[src/rtl/cronometro_ctrl_if.sv]
// Command/status bundle between the stopwatch control sequencer and its environment.
// The master side drives buttons and recall switches; the slave side is the sequencer.
interface cronometro_ctrl_if;
  logic       key_start_n;
  logic       key_clear_n;
  logic       key_lap_n;
  logic [2:0] sw_recall;
  logic       tick;
  logic       cnt_clear;
  logic       lap_we;
  logic [1:0] lap_slot;
  logic       cnt_load;
  logic [1:0] load_slot;
  logic       cnt_restore;
  logic       running;
  logic [1:0] state_o;
  logic [1:0] lap_count;

  modport master (
    output key_start_n, key_clear_n, key_lap_n, sw_recall,
    input  tick, cnt_clear, lap_we, lap_slot, cnt_load, load_slot,
    input  cnt_restore, running, state_o, lap_count
  );

  modport slave (
    input  key_start_n, key_clear_n, key_lap_n, sw_recall,
    output tick, cnt_clear, lap_we, lap_slot, cnt_load, load_slot,
    output cnt_restore, running, state_o, lap_count
  );
endinterface

[src/rtl/cronometro_ctrl.sv]
// Stopwatch control sequencer: key sync + press detection, IDLE/RUN/PAUSE/RECALL FSM,
// tick prescaler and lap pointer. Define DEBOUNCE_EN to add a per-key stability filter.
module cronometro_ctrl #(
  parameter int DIV        = 500000,
  parameter int LAP_SLOTS  = 3,
  parameter int DEB_CYCLES = 1000000
) (
  input logic              CLOCK_50,
  input logic              reset_n,
  cronometro_ctrl_if.slave bus
);
  localparam int         PW        = $clog2(DIV);
  localparam logic [1:0] LAST_SLOT = 2'(LAP_SLOTS - 1);
  localparam logic [1:0] MAX_COUNT = 2'(LAP_SLOTS);

  typedef enum logic [1:0] {
    ST_IDLE   = 2'd0,
    ST_RUN    = 2'd1,
    ST_PAUSE  = 2'd2,
    ST_RECALL = 2'd3
  } state_e;

  // Lowest set bit wins; callers only use the result when the input is nonzero.
  function automatic logic [1:0] sel_index(input logic [2:0] v);
    logic [1:0] idx;
    if (v[0]) begin
      idx = 2'd0;
    end else if (v[1]) begin
      idx = 2'd1;
    end else begin
      idx = 2'd2;
    end
    return idx;
  endfunction

  // Key vectors are ordered {lap, clear, start}.
  logic [2:0] key_pin_s;
  logic [2:0] key_s1_q, key_s2_q, key_lvl_s, key_prev_q, key_ev_q;
  logic [2:0] sw_s1_q, sw_s2_q;

  assign key_pin_s = {bus.key_lap_n, bus.key_clear_n, bus.key_start_n};

  // Two-flop synchronizers: keys idle released (high), switches idle at zero.
  always_ff @(posedge CLOCK_50 or negedge reset_n) begin
    if (!reset_n) begin
      key_s1_q <= 3'b111;
      key_s2_q <= 3'b111;
      sw_s1_q  <= 3'b000;
      sw_s2_q  <= 3'b000;
    end else begin
      key_s1_q <= key_pin_s;
      key_s2_q <= key_s1_q;
      sw_s1_q  <= bus.sw_recall;
      sw_s2_q  <= sw_s1_q;
    end
  end

`ifdef DEBOUNCE_EN
  localparam int DW = $clog2(DEB_CYCLES + 1);

  logic [2:0]         filt_q;
  logic [2:0][DW-1:0] deb_cnt_q;

  // A key level is accepted only after DEB_CYCLES consecutive cycles at the new value.
  always_ff @(posedge CLOCK_50 or negedge reset_n) begin
    if (!reset_n) begin
      filt_q    <= 3'b111;
      deb_cnt_q <= {(3 * DW){1'b0}};
    end else begin
      for (int k = 0; k < 3; k++) begin
        if (key_s2_q[k] != filt_q[k]) begin
          if (deb_cnt_q[k] == DW'(DEB_CYCLES - 1)) begin
            filt_q[k]    <= key_s2_q[k];
            deb_cnt_q[k] <= {DW{1'b0}};
          end else begin
            deb_cnt_q[k] <= deb_cnt_q[k] + DW'(1);
          end
        end else begin
          deb_cnt_q[k] <= {DW{1'b0}};
        end
      end
    end
  end

  assign key_lvl_s = filt_q;
`else
  assign key_lvl_s = key_s2_q;
`endif

  // Registered falling-edge detector: one event per press however long it is held.
  always_ff @(posedge CLOCK_50 or negedge reset_n) begin
    if (!reset_n) begin
      key_prev_q <= 3'b111;
      key_ev_q   <= 3'b000;
    end else begin
      key_prev_q <= key_lvl_s;
      key_ev_q   <= key_prev_q & ~key_lvl_s;
    end
  end

  logic       ev_clear_s, ev_start_s, ev_lap_s;
  logic [1:0] sel_idx_s;
  logic       sel_valid_s;

  state_e         state_q, state_d;
  logic [PW-1:0]  presc_q, presc_d;
  logic           tick_q, tick_d;
  logic           clr_q, clr_d;
  logic           lap_we_q, lap_we_d;
  logic [1:0]     lap_slot_q, lap_slot_d;
  logic [1:0]     lap_count_q, lap_count_d;
  logic           load_q, load_d;
  logic [1:0]     load_slot_q, load_slot_d;
  logic           restore_q, restore_d;
  logic           running_q;

  assign ev_clear_s  = key_ev_q[1];
  assign ev_start_s  = key_ev_q[0] & ~key_ev_q[1];
  assign ev_lap_s    = key_ev_q[2] & ~key_ev_q[1] & ~key_ev_q[0];
  assign sel_idx_s   = sel_index(sw_s2_q);
  assign sel_valid_s = (sw_s2_q != 3'b000) && (sel_idx_s < lap_count_q);

  // Next-state and command-pulse decode; clear overrides every state.
  always_comb begin
    state_d     = state_q;
    presc_d     = presc_q;
    tick_d      = 1'b0;
    clr_d       = 1'b0;
    lap_we_d    = 1'b0;
    load_d      = 1'b0;
    restore_d   = 1'b0;
    load_slot_d = load_slot_q;
    lap_slot_d  = lap_slot_q;
    lap_count_d = lap_count_q;

    // The pointer moves the cycle after lap_we so the datapath sees the slot being written.
    if (lap_we_q) begin
      lap_slot_d  = (lap_slot_q == LAST_SLOT) ? 2'd0 : lap_slot_q + 2'd1;
      lap_count_d = (lap_count_q == MAX_COUNT) ? MAX_COUNT : lap_count_q + 2'd1;
    end else begin
      lap_slot_d  = lap_slot_q;
      lap_count_d = lap_count_q;
    end

    if (ev_clear_s) begin
      clr_d       = 1'b1;
      state_d     = ST_IDLE;
      presc_d     = {PW{1'b0}};
      lap_slot_d  = 2'd0;
      lap_count_d = 2'd0;
    end else begin
      case (state_q)
        ST_IDLE: begin
          if (ev_start_s) begin
            state_d = ST_RUN;
            presc_d = {PW{1'b0}};
          end else begin
            state_d = ST_IDLE;
          end
        end
        ST_RUN: begin
          if (ev_start_s) begin
            state_d = ST_PAUSE;
          end else begin
            if (presc_q == PW'(DIV - 1)) begin
              presc_d = {PW{1'b0}};
              tick_d  = 1'b1;
            end else begin
              presc_d = presc_q + PW'(1);
            end
            lap_we_d = ev_lap_s;
          end
        end
        ST_PAUSE: begin
          if (ev_start_s) begin
            state_d = ST_RUN;
          end else if (sel_valid_s) begin
            load_d      = 1'b1;
            load_slot_d = sel_idx_s;
            state_d     = ST_RECALL;
          end else begin
            state_d = ST_PAUSE;
          end
        end
        ST_RECALL: begin
          if (ev_start_s) begin
            restore_d = 1'b1;
            state_d   = ST_RUN;
          end else if (sw_s2_q == 3'b000) begin
            restore_d = 1'b1;
            state_d   = ST_PAUSE;
          end else if (sel_valid_s && (sel_idx_s != load_slot_q)) begin
            load_d      = 1'b1;
            load_slot_d = sel_idx_s;
          end else begin
            state_d = ST_RECALL;
          end
        end
        default: begin
          state_d = ST_IDLE;
        end
      endcase
    end
  end

  // State, prescaler, pointers and registered command outputs.
  always_ff @(posedge CLOCK_50 or negedge reset_n) begin
    if (!reset_n) begin
      state_q     <= ST_IDLE;
      presc_q     <= {PW{1'b0}};
      tick_q      <= 1'b0;
      clr_q       <= 1'b0;
      lap_we_q    <= 1'b0;
      lap_slot_q  <= 2'd0;
      lap_count_q <= 2'd0;
      load_q      <= 1'b0;
      load_slot_q <= 2'd0;
      restore_q   <= 1'b0;
      running_q   <= 1'b0;
    end else begin
      state_q     <= state_d;
      presc_q     <= presc_d;
      tick_q      <= tick_d;
      clr_q       <= clr_d;
      lap_we_q    <= lap_we_d;
      lap_slot_q  <= lap_slot_d;
      lap_count_q <= lap_count_d;
      load_q      <= load_d;
      load_slot_q <= load_slot_d;
      restore_q   <= restore_d;
      running_q   <= (state_d == ST_RUN);
    end
  end

  assign bus.tick        = tick_q;
  assign bus.cnt_clear   = clr_q;
  assign bus.lap_we      = lap_we_q;
  assign bus.lap_slot    = lap_slot_q;
  assign bus.cnt_load    = load_q;
  assign bus.load_slot   = load_slot_q;
  assign bus.cnt_restore = restore_q;
  assign bus.running     = running_q;
  assign bus.state_o     = state_q;
  assign bus.lap_count   = lap_count_q;
endmodule

[src/flat_wrapper.sv]
// flat-port wrapper written by rule: the top's interface ports become plain ports
module cronometro_ctrl_flat 
#(
  parameter int DIV        = 500000,
  parameter int LAP_SLOTS  = 3,
  parameter int DEB_CYCLES = 1000000
)
  (CLOCK_50, reset_n, bus_key_start_n, bus_key_clear_n, bus_key_lap_n, bus_sw_recall, bus_tick, bus_cnt_clear, bus_lap_we, bus_lap_slot, bus_cnt_load, bus_load_slot, bus_cnt_restore, bus_running, bus_state_o, bus_lap_count);
  cronometro_ctrl_if bus_i ();
  input logic CLOCK_50;
  input logic reset_n;
  input wire logic [$bits(bus_i.key_start_n)-1:0] bus_key_start_n;
  input wire logic [$bits(bus_i.key_clear_n)-1:0] bus_key_clear_n;
  input wire logic [$bits(bus_i.key_lap_n)-1:0] bus_key_lap_n;
  input wire logic [$bits(bus_i.sw_recall)-1:0] bus_sw_recall;
  output wire logic [$bits(bus_i.tick)-1:0] bus_tick;
  output wire logic [$bits(bus_i.cnt_clear)-1:0] bus_cnt_clear;
  output wire logic [$bits(bus_i.lap_we)-1:0] bus_lap_we;
  output wire logic [$bits(bus_i.lap_slot)-1:0] bus_lap_slot;
  output wire logic [$bits(bus_i.cnt_load)-1:0] bus_cnt_load;
  output wire logic [$bits(bus_i.load_slot)-1:0] bus_load_slot;
  output wire logic [$bits(bus_i.cnt_restore)-1:0] bus_cnt_restore;
  output wire logic [$bits(bus_i.running)-1:0] bus_running;
  output wire logic [$bits(bus_i.state_o)-1:0] bus_state_o;
  output wire logic [$bits(bus_i.lap_count)-1:0] bus_lap_count;
  assign bus_i.key_start_n = bus_key_start_n;
  assign bus_i.key_clear_n = bus_key_clear_n;
  assign bus_i.key_lap_n = bus_key_lap_n;
  assign bus_i.sw_recall = bus_sw_recall;
  assign bus_tick = bus_i.tick;
  assign bus_cnt_clear = bus_i.cnt_clear;
  assign bus_lap_we = bus_i.lap_we;
  assign bus_lap_slot = bus_i.lap_slot;
  assign bus_cnt_load = bus_i.cnt_load;
  assign bus_load_slot = bus_i.load_slot;
  assign bus_cnt_restore = bus_i.cnt_restore;
  assign bus_running = bus_i.running;
  assign bus_state_o = bus_i.state_o;
  assign bus_lap_count = bus_i.lap_count;
  cronometro_ctrl #(.DIV(DIV), .LAP_SLOTS(LAP_SLOTS), .DEB_CYCLES(DEB_CYCLES)) u_core (.CLOCK_50(CLOCK_50), .reset_n(reset_n), .bus(bus_i));
endmodule
[config.mk]
export PLATFORM = sky130hd
export DESIGN_NAME = cronometro_ctrl_flat
export DESIGN_NICKNAME = d
export VERILOG_FILES = /design/src/rtl/cronometro_ctrl_if.sv /design/src/rtl/cronometro_ctrl.sv /design/src/flat_wrapper.sv
export SDC_FILE = /design/constraint.sdc
export NUM_CORES = 1
export LEC_CHECK = 0
export ABC_CLOCK_PERIOD_IN_PS = 2450
export BUFFER_PORTS_ARGS = -buffer_cell sky130_fd_sc_hd__buf_2
export CAP_MARGIN = 20
export CORE_ASPECT_RATIO = 1.4
export CORE_MARGIN = 2
export CORE_UTILIZATION = 60
export DETAILED_ROUTE_END_ITERATION = 10
export GPL_TIMING_DRIVEN = 0
export PLACE_DENSITY = 0.82
export RECOVER_POWER = 100
export SETUP_SLACK_MARGIN = 0.05
export SYNTH_ARGS = -nofsm -noshare
export SYNTH_HDL_FRONTEND = slang
export SYNTH_SLANG_ARGS = --single-unit
[constraint.sdc]
create_clock -name CLOCK_50 -period 2.45 [get_ports CLOCK_50]
set_clock_uncertainty 0.05 [all_clocks]
set_input_delay 0.49 -clock CLOCK_50 [delete_from_list [all_inputs] [get_ports CLOCK_50]]
set_output_delay 0.49 -clock CLOCK_50 [all_outputs]
set_load 0.01 [all_outputs]
### Word level (Yosys, flattened, before mapping)

Index checks and enable logic that the tools add are counted.

* bits in registers: 51
* bits of input ports: 8
* logic and storage cells: 100

* add/subtract/negate cells: 3
* order comparisons: 1
* equal/unequal tests: 15
* muxes and demuxes: 47
* bitwise operators: 7
* reductions and logical operators: 10

Operator list (count)
* $mux W19: 4
* $mux W2: 19
* $pmux W19 S2: 1
* $mux W1: 20
* $add A19 B1 Y19 const B: 1
* $eq A19 B19 Y1 const B: 1
* $eq A2 B2 Y1 const B: 4
* $pmux W2 S4: 1
* $reduce_and A7 Y1: 1
* $ne A2 B2 Y1 const B: 3
* $reduce_bool A3 Y1: 2
* $add A2 B1 Y2 const B: 2
* $eq A2 B1 Y1 const B: 2
* $ne A2 B1 Y1 const B: 2
* $pmux W2 S2: 1
* $reduce_bool A2 Y1: 2
* $and A1 B1 Y1: 3
* $and A3 B3 Y3: 1
* $logic_not A3 Y1: 1
* $ne A3 B1 Y1 const B: 1
* $ne A3 B2 Y1 const B: 1
* $not A3 Y3: 1
* $reduce_and A3 Y1: 1
* $logic_and A1 B1 Y1: 2
* other kinds (5): 6

### Logic depth before layout (Yosys ltp)

* word-level depth: 11
* mapped depth: 7
* depth with buffers taken out: 6

### Worst setup path before layout

No wires, ideal clock.

* path type: flip-flop to flip-flop
* start point: reg u_core.presc_q[0]
* end point: reg u_core.presc_q[10]
* library setup time: 116 ps
* arrival: 1486 ps
* required time: 2284 ps
* slack: 798 ps
* cell stages (with the launch flop): 7
* clock period less this slack: 1652 ps
* cell sequence: dfrtp_1 ha_1 and3_2 nand4_1 o21a_4 nand2_4 o311ai_0

* cells in the longest elaborated chain, start to end: 5
* elaborated cells between the ends (all ways): 6

Ends and longest elaborated chain
* start, declared: RTL line cronometro_ctrl.sv:106 `logic [PW-1:0] presc_q, presc_d;`
* start signal, assigned: RTL line cronometro_ctrl.sv:210 `presc_q <= {PW{1'b0}};`
* start signal, assigned: RTL line cronometro_ctrl.sv:222 `presc_q <= presc_d;`
* $add A19 B1 Y19 / $eq A19 B19 Y1 (equally long branches): RTL line cronometro_ctrl.sv:169, cronometro_ctrl.sv:165
* $mux W19 (*): RTL line cronometro_ctrl.sv:165 `if (presc_q == PW'(DIV - 1)) begin`
* $mux W19 (*): RTL line cronometro_ctrl.sv:162 `if (ev_start_s) begin`
* $pmux W19 S2 (*): RTL line cronometro_ctrl.sv:152 `case (state_q)`
* $mux W19 (*): RTL line cronometro_ctrl.sv:145 `if (ev_clear_s) begin`

Every way passes the cells marked *; elsewhere a longest branch is shown, timed or not. The select of a mux whose other input is x is not followed.
A chain may end at the register's enable or synchronous reset.

### Worst setup path after layout

* start point: reg u_core.state_q[0], in the netlist u_core.bus.state_o[0]
* end point: reg u_core.presc_q[10]

* cells in the longest elaborated chain, start to end: 3
* elaborated cells between the ends (all ways): 8

Ends and longest elaborated chain
* start, declared: RTL line cronometro_ctrl.sv:105 `state_e state_q, state_d;`
* start signal, assigned: RTL line cronometro_ctrl.sv:221 `state_q <= state_d;`
* $eq A2 B1 Y1 / $logic_not A2 Y1 (equally long branches): RTL line cronometro_ctrl.sv:152
* $ne A3 B2 Y1 (no source line), or another cell as far along
* $reduce_and A3 Y1 (no source line) / $mux W19 (equally long branches)

Parallel ways exist; a longest one is shown, timed or not.

==> run metrics <==
Pwr Total=1.54 mW; Hold Path Class=primary input to flop; Initial Util=61.4%; status=finished, final reports clean; non-filler instance count after layout=276; die height=75.6 um; worst-path maximum fanout=7; Max Used Layer=met4; post-DP HPWL=2940 um; post-synthesis sequential area ratio=58.6%; CTS H-tree depth=2; max_cap viols=0; Final Core Density=68.0%; VDD IR-drop max=0.493 mV; DP Area=2350 sq um; Syn Nets=213; clk_lat worst skew=310 ps; cell area after layout=2430 sq um; Distinct cells, synth=45; antenna viol nets, final=0; Pleak=1.05 nW; clk buf depth=2; Compound-Gate Fraction of Synth Area=7.86%; critical path required time=2600 ps; wire per inst=15.2 um; Max Slew Vio Count=0; critical path's slowest cell=o21a_1; Core Rows=26; GR Overflow Total=0; CTS Root Cell=clkbuf_8; GR Util All Layers=22.7%; Power Dens Cells=631 nW/um^2; DR vias/cell=5.72; cell family with most CP delay=compound AO/OA/AOI/OAI gates; I/O Pins=22; # placed instances=266; Placer Congestion=0.852; initial antenna violation count=0; Post-Route Setup TNS=0 ps; met2 WL post-DR=2240 um; CP endpoint kind=flop; Synth area leaders=dfrtp_1 (48%), dfstp_2 (11%), xor2_1 (3.6%); TritonCTS Buffers=5; endpoints failing hold=0; fmax=0.495 GHz; final setup violating endpoints=0; mapped cell area=2200 sq um; Worst-path clk slew=90 ps; post-layout min period=2020 ps; Synth warnings=0; vias in the first global route=1527; commonest non-fill, non-tap cell in the layout=dfrtp_1; dominant combinational cell family by area after synthesis=simple AND/OR/NAND/NOR gates; Worst Max-Slew Pin Slew=624 ps; Port Buf Inserts=21; fillcell total=283; RSZ-0062 raised after global routing=no; met3 WL post-DR=159 um; crit path kind=flop to flop; Worst Path Buf+Inv=1; Post-Synth Simple-Gate Area=22.9%; cells along the critical path=clkbuf_1 > and2b_1 > and2b_1 > o21a_1 > nand2_4 > o311ai_0; multi-input logic area=838 sq um; clock sinks=51; DRT met1 WL=1670 um; layout cells sized above 1=13.7%; multiplexer share of the synthesized area=1.88%; Mean Syn Cell Area=10.8 sq um; critical path launch point type=flop; pin count of the biggest net entering global routing=52; Vias=1579; Final Cycle Share=82.5%; die area=4170 sq um; CTS tree=built; drt total wl=4190 um; Iter 0 DRT Violations=48; Synth Area in XOR/XNOR=4.78%; number of synthesized register bits=51; area grow syn2layout=10.8%; Reg area=1290 sq um; final net count=243; router iterations before antenna repair=4; number of remaining DRC errors=0; global-route wire length before repair=6620 um; share of the synthesized area in the top cell type=47.8%; leading cell types in the layout, fill and taps excluded=dfrtp_1 (42), nor2_1 (20), nand2_1 (19); Post-Syn Instances=203; cell taking the most area after synthesis=dfrtp_1; diode count=0; Die X-Extent=55.1 um; normalized max-slew margin=58.4%; crit path DAT=2170 ps; area share of fa/ha/maj cells after synthesis=1.14%; Crit path largest cell delay=360 ps; most used cell, CP=and2b_1; core area=3580 sq um
per-stage QoR:
step | setup slack, ps | hold WS (ps)
floorplan | 798 | 144
global placement | 619 | 283
detailed placement | 574 | 285
CTS | 549 | 214
global route | 212 | 211
finish | 429 | 222
worst paths after layout:
path	start	to	slack, ps	cells after the start
max	u_core.bus.state_o[0]	u_core.presc_q[10]	430	6
min	bus_key_clear_n	u_core.key_s1_q[1]	220	1
max reg2reg	u_core.bus.state_o[0]	u_core.presc_q[10]	430	6
min reg2reg	u_core.sw_s1_q[0]	u_core.sw_s2_q[0]	310	0
max in group asynchronous	reset_n	u_core.key_s1_q[2]	1010	3
min in group asynchronous	reset_n	u_core.bus.load_slot[0]	650	2
layer usage:
layer	GRT usage [%]	up-vias
li1	-	769
met1	24.6	761
met2	40.5	38
met3	4.12	11
met4	12.7	0
met5	0	-
worst register-to-register path: stages (launching register included):
cell and delay (ps):
dfrtp_1 350, clkbuf_1 280, and2b_1 260, and2b_1 210
o21a_1 360, nand2_4 130, o311ai_0 270
area by class of cell:
class / instances / share of cell area [%]
Timing Repair Buffer: 23 / 4.78
Inverter: 7 / 1.08
Clock inverter: 3 / 0.771
Clock buffer: 5 / 2.83
Sequential cell: 51 / 52.9
Tap cell: 42 / 2.16
Multi-Input combinational cell: 139 / 34.4
Buffer: 6 / 1.08
synthesized netlist by cell type (all sizes together):
cell,number
nand4,8
nor4,2
a221oi,1
o21a,1
dfrtp,42
o22ai,2
a21o,1
clkbuf,2
nor2,21
xnor2,3
nand2b,3
or2b,1
o311ai,1
inv,7
xor2,9
o31ai,1
nor3,6
nand4b,1
or3,2
and4,1
nor4bb,1
dfstp,9
nand3,15
and3,4
nor2b,3
nand3b,1
mux2i,3
mux2,1
ha,2
a21oi,7
a211oi,1
or4,1
a31oi,1
o2bb2ai,2
and2b,3
nand2,20
buf,4
o21ai,9
or4b,1
where the power goes:
group          total, mW  leakage (nW)  switching, mW  internal, mW
Clock              0.483        0.0483          0.282         0.201
Combinational      0.156         0.346          0.103        0.0526
Sequential         0.898         0.659         0.0215         0.876
Total               1.54          1.05          0.407          1.13
registers in the layout, summed over array words and instances (netlist names), 3 cells and up:
| signal | flops |
|---|---|
| u_core.presc_q | 19 |
| u_core.key_ev_q | 3 |
| u_core.key_lvl_s | 3 |
| u_core.key_prev_q | 3 |
| u_core.key_s1_q | 3 |
| u_core.sw_s1_q | 3 |
| u_core.sw_s2_q | 3 |
repair_timing:
action,in CTS,in global routing
hold buffers,0,1
gates resized for setup,0,0
hold endpoints to repair,0,10
buffers inserted,0,0
kinds of logic after synthesis:
group,after synthesis
flip-flops,51
multiplexers,4
XOR/XNOR,12
AO/OA/AOI/OAI,27
AND/OR/NAND/NOR,94
adder cells (fa/ha/maj),2
buffers and inverters,13
Note: power is estimated with default switching activity, not from simulation.
